### src/rtl/array_reverse.sv
// rtl/array_reverse.sv - in-place reversal of Array[lo..hi] over a valid/ready memory port
// Walks lo upward and hi downward, swapping one pair per four Array transactions.
module array_reverse #(
  parameter int ADDR_W = 16,
  parameter int DATA_W = 32
) (
  input  logic              clk,
  input  logic              nrst,
  input  logic              in0_valid,
  output logic              in0_ready,
  input  logic [ADDR_W-1:0] in0_lo,
  input  logic [ADDR_W-1:0] in0_hi,
  output logic              out0_valid,
  input  logic              out0_ready,
  output logic [ADDR_W-1:0] out0,
  output logic              arr_valid,
  input  logic              arr_ready,
  output logic [ADDR_W-1:0] arr_addr,
  output logic              arr_we,
  output logic [DATA_W-1:0] arr_di,
  input  logic [DATA_W-1:0] arr_do
);

  typedef enum logic [2:0] {IDLE, RD_LO, RD_HI, WR_LO, WR_HI, DONE} state_t;

  state_t            state, state_nxt;
  logic [ADDR_W-1:0] lo_q, hi_q, count_q;
  logic [DATA_W-1:0] dlo_q, dhi_q;
  logic [ADDR_W:0]   lo_inc, hi_dec;
  logic              in0_fire, out0_fire, arr_fire;

  // One extra bit keeps the continue test exact across the full address range.
  assign lo_inc = {1'b0, lo_q} + {{ADDR_W{1'b0}}, 1'b1};
  assign hi_dec = {1'b0, hi_q} - {{ADDR_W{1'b0}}, 1'b1};

  assign in0_fire  = in0_valid && in0_ready;
  assign out0_fire = out0_valid && out0_ready;
  assign arr_fire  = arr_valid && arr_ready;

  always_ff @(posedge clk or negedge nrst) begin
    if (!nrst) state <= IDLE;
    else       state <= state_nxt;
  end

  always_comb begin
    state_nxt  = state;
    in0_ready  = 1'b0;
    out0_valid = 1'b0;
    out0       = '0;
    arr_valid  = 1'b0;
    arr_we     = 1'b0;
    arr_addr   = '0;
    arr_di     = '0;
    case (state)
      IDLE: begin
        in0_ready = 1'b1;
        if (in0_fire) state_nxt = (in0_lo < in0_hi) ? RD_LO : DONE;
      end
      RD_LO: begin
        arr_valid = 1'b1;
        arr_addr  = lo_q;
        if (arr_fire) state_nxt = RD_HI;
      end
      RD_HI: begin
        arr_valid = 1'b1;
        arr_addr  = hi_q;
        if (arr_fire) state_nxt = WR_LO;
      end
      WR_LO: begin
        arr_valid = 1'b1;
        arr_we    = 1'b1;
        arr_addr  = lo_q;
        arr_di    = dhi_q;
        if (arr_fire) state_nxt = WR_HI;
      end
      WR_HI: begin
        arr_valid = 1'b1;
        arr_we    = 1'b1;
        arr_addr  = hi_q;
        arr_di    = dlo_q;
        if (arr_fire) state_nxt = (lo_inc < hi_dec) ? RD_LO : DONE;
      end
      DONE: begin
        out0_valid = 1'b1;
        out0       = count_q;
        if (out0_fire) state_nxt = IDLE;
      end
      default: state_nxt = IDLE;
    endcase
  end

  always_ff @(posedge clk or negedge nrst) begin
    if (!nrst) begin
      lo_q    <= '0;
      hi_q    <= '0;
      count_q <= '0;
      dlo_q   <= '0;
      dhi_q   <= '0;
    end else begin
      if (state == IDLE && in0_fire) begin
        lo_q    <= in0_lo;
        hi_q    <= in0_hi;
        count_q <= '0;
      end
      if (state == RD_LO && arr_fire) dlo_q <= arr_do;
      if (state == RD_HI && arr_fire) dhi_q <= arr_do;
      if (state == WR_HI && arr_fire) begin
        count_q <= count_q + {{(ADDR_W-1){1'b0}}, 1'b1};
        lo_q    <= lo_inc[ADDR_W-1:0];
        hi_q    <= hi_dec[ADDR_W-1:0];
      end
    end
  end

endmodule

### config.mk
export PLATFORM = sky130hd
export DESIGN_NAME = array_reverse
export DESIGN_NICKNAME = d
export VERILOG_FILES = /design/src/rtl/array_reverse.sv
export SDC_FILE = /design/constraint.sdc
export NUM_CORES = 1
export LEC_CHECK = 0
export CAP_MARGIN = 20
export CORE_AREA = 2 2 142 144
export DETAILED_ROUTE_END_ITERATION = 8
export DIE_AREA = 0 0 144 146
export GPL_ROUTABILITY_DRIVEN = 0
export GPL_TIMING_DRIVEN = 0
export PLACE_DENSITY_LB_ADDON = 0.2
export SYNTH_ARGS = -nofsm -noshare
export SYNTH_HDL_FRONTEND = slang
export SYNTH_SLANG_ARGS = --single-unit
export TNS_END_PERCENT = 10
### constraint.sdc
create_clock -name clk -period 6 [get_ports clk]
set_clock_uncertainty 0.1 [all_clocks]
set_input_delay 0.9 -clock clk [delete_from_list [all_inputs] [get_ports clk]]
set_output_delay 0.9 -clock clk [all_outputs]
set_load 0.02 [all_outputs]
==> summary.txt, run 1 <==
Clocking
  • Clock-pin slew of the registers on the worst-case setup and hold paths: 0.06 ns
  • Count of H-tree levels built during CTS: 4
  • Max clock buf depth: 2
  • CTS tree: built
  • Later-pin clock latency in the skew report: 0.42 ns
  • Root buf cell: clkbuf_16
  • Clock sink count: 115
  • CTS buffer count: 17
  • Resize count post-CTS: 0
  • Hold buffer count at cts: 0
  • Buffers inserted during post-CTS setup optimization: 0

Worst setup path
  • Highest fanout seen on the critical path: 10
  • CP required: 5.00 ns
  • CP Capture Type: output port
  • Data arrival, critical path: 3.22 ns
  • Worst Setup Path Type: register to output port
  • CP Launch Type: register

STA
  • Number of slew-limit violations in the final report: 0
  • Min Clock Period, post-route: 4.22 ns
  • Final Hold Violating Endpoints: 0
  • Total negative setup slack: 0 ns
  • # setup viols final: 0
  • Actual slew at the worst max-slew pin: 0.807 ns
  • Max_slew headroom: 46.0%
  • Tcrit/Tclk final: 70.3%
  • Achievable Freq: 237 MHz
  • Least setup slack across all paths after layout: 1.78 ns
  • RSZ-0062 raised after global routing: no

Pwr
  • Maximum resistive drop on vdd: 0.249 mV
  • Pleak: 3.83 nW
  • Pwr per Cell Area: 527 nW/um^2
  • Power after layout: 4.77 mW

Yosys
  • Fraction of registers with async set or reset after synthesis: 100%
  • Leading register cell type out of synthesis: dfrtp_1
  • Syn. warnings: 0
  • Post-synthesis instance area: 6760 um^2
  • Mapped Nets: 754
  • Fraction of the yosys area taken by sequential cells: 42.6%
  • Average cell area after synthesis: 10.4 um^2
  • Number of synthesized flops with an enable pin: 0
  • Number of storage elements in the synthesis netlist: 115
  • Mapped Cells: 651
  • Distinct cell type count after synthesis: 62

Routing
  • Total number of vias: 5750
  • Routed wirelength normalized by instance count: 18.3 um
  • Ratio of routed vias to standard cells: 5.30
  • Post-route DRC violation count: 0
  • Iteration-0 DRC count of the detailed router: 370
  • Detailed-route wire length: 19900 um
  • Remaining number of nets flagged by the antenna check after routing: 0
  • Number of optimization iterations in the first detailed-route pass: 5

Cells and area
  • Share of layout cells above drive strength 1: 16.8%
  • Number of nets in the final layout: 910
  • Antenna fix cells: 0
  • Design Area, Final: 9060 um^2
  • Synth-to-Final Area Change: 34.1%
  • Layout filler cell count: 1815
  • Post-layout instance count excluding filler cells: 1085

Die
  • Die span in x: 144 um
  • Overall die area: 21000 um^2
  • Total I/O pin count: 137
  • Die height: 146 um
  • Row Count: 51
  • Initial Util: 34.9%
  • Floorplan core area: 19300 um^2

Global routing
  • First-pass GRT wire length: 31500 um
  • Initial antenna violation count: 0
  • Number of global-route vias before repair: 5905
  • Total gr overflow: 0
  • Maximum number of pins on one net before global-route repair: 74
  • All-layer global routing usage: 19.3%

Place
  • Count of buffers from port buffering: 136
  • Post-detailed-placement half-perimeter wirelength: 14500 um
  • Pre-CTS setup slack: 2.26 ns
  • Placed insts: 1053
  • Placed Instance Area: 8480 um^2

Run status
  • Run status: finished clean

Hold path
  • Hold/Removal Path Class: input pin to asynchronous set/reset pin

Run
  • Maximum capacitance violations: 0
report_power, final:
group	leakage, nW	internal [mW]	switching [mW]
registers	1.45	1.11	0.254
clock network	0.276	0.614	0.389
logic	2.11	1.12	1.28
flip-flops by register name, summed over array words and instances, names as in the netlist:
name,flops
dlo_q,32
dhi_q,32
lo_q,16
state,3
count_q,16
hi_q,16
synth_stat cells, types with 10 or more instances:
master / n / area share, %
nor3_1: 12 / 0.89
nand3_1: 13 / 0.96
a21oi_1: 20 / 1.5
xor2_1: 12 / 1.6
o21ai_0: 31 / 2.3
xnor2_1: 18 / 2.3
mux2_2: 64 / 11
dfrtp_1: 115 / 43
buf_2: 17 / 1.3
clkbuf_1: 22 / 1.2
a221o_1: 10 / 1.5
and2_1: 19 / 1.8
nand2_1: 58 / 3.2
a22oi_1: 13 / 1.4
nor2_1: 28 / 1.6
a22o_1: 48 / 6.2
inv_1: 19 / 1.1
ha_1: 34 / 6.3
path summary, 6_finish.rpt:
check	start	end	slack [ns]	cells past startpoint
max	state[1]$_DFFE_PN0P_	arr_addr[13]	1.78	6
min	nrst	dlo_q[3]$_DFFE_PN0P_	0.29	1
max reg2reg	hi_q[9]$_DFFE_PN0P_	state[2]$_DFFE_PN0P_	2.47	10
min reg2reg	count_q[15]$_DFFE_PN0P_	count_q[15]$_DFFE_PN0P_	0.37	1
max in group asynchronous	nrst	count_q[13]$_DFFE_PN0P_	4.78	2
min in group clk	count_q[15]$_DFFE_PN0P_	count_q[15]$_DFFE_PN0P_	0.37	1
layout by cell type, fill, tap and decap left out, types with 4 or more instances in the layout:
cell type and instances:
a21o_1 5, dfrtp_1 115, clkdlybuf4s50_1 135, nand4_1 8, mux2i_1 6, nand2_1 58, xor2_1 12, buf_2 17
ha_1 34, nor3_1 12, clkinvlp_4 4, mux2_2 64, inv_6 4, a22oi_1 13, a221o_1 10, and4_1 4
clkbuf_16 17, nand3_1 13, nor2b_1 7, nor2_1 28, and2_1 19, clkbuf_1 22, o21ai_0 31, inv_1 19
a21oi_1 20, xnor2_1 18, a211oi_1 4, a22o_1 48, nor4_1 5
routing by layer:
metal	vias to the layer above	track usage, %	wire length (um)
met5	-	0	0
met4	0	6.96	399
met3	35	4.34	1130
met2	205	31.5	9480
met1	2802	25.1	8860
li1	2708	-	-
final cells by class:
class | count | area (um^2) | area share [%]
buffer | 44 | 210 | 2.32
clock buffer | 17 | 425 | 4.69
clock inverter | 15 | 158 | 1.74
inverter | 19 | 71.3 | 0.787
multi-input combinational | 473 | 3600 | 39.7
sequential | 115 | 2880 | 31.8
tap | 265 | 332 | 3.66
timing repair buffer | 137 | 1390 | 15.3
cells by family after synthesis:
family | after synthesis | share of synthesized area, %
XOR/XNOR | 30 | 3.89
buffers and inverters | 63 | 4.17
flip-flops | 115 | 42.6
AND/OR/NAND/NOR | 186 | 14.8
AO/OA/AOI/OAI | 152 | 16.6
adder cells (fa/ha/maj) | 34 | 6.30
multiplexers | 71 | 11.7
metrics by stage:
step	hold WS, ns	utilization [%]
finish	0.292	46.9
global route	0.312	46.9
CTS	0.295	46.9
detailed placement	0.363	43.8
global placement	0.359	43.7
floorplan	0.337	-
worst max-delay path: stages (launching register included):
cell and delay, ns:
dfrtp_1 0.40, buf_2 0.20, xnor2_1 0.14, nor2_1 0.62, clkbuf_1 0.54, a22o_1 0.28
clkdlybuf4s50_1 0.62
Power figures use the tool's default switching activity.
==> run 2: changes to the inputs <==
Clock period 6 ns to 4.2 ns, I/O delays scaled along.
==> results of run 2 <==
The final DEF is identical to that of run 1. Status: finished clean.
Main changes from that run: setup slack after placement 2.26 ns -> 0.735 ns; setup slack after layout 1.78 ns -> 0.250 ns; hold slack 0.292 ns -> 0.0218 ns; register-to-register setup slack 2.47 ns -> 0.67 ns; total power 4.77 mW -> 6.82 mW; worst IR drop on VDD 0.249 mV -> 0.355 mV
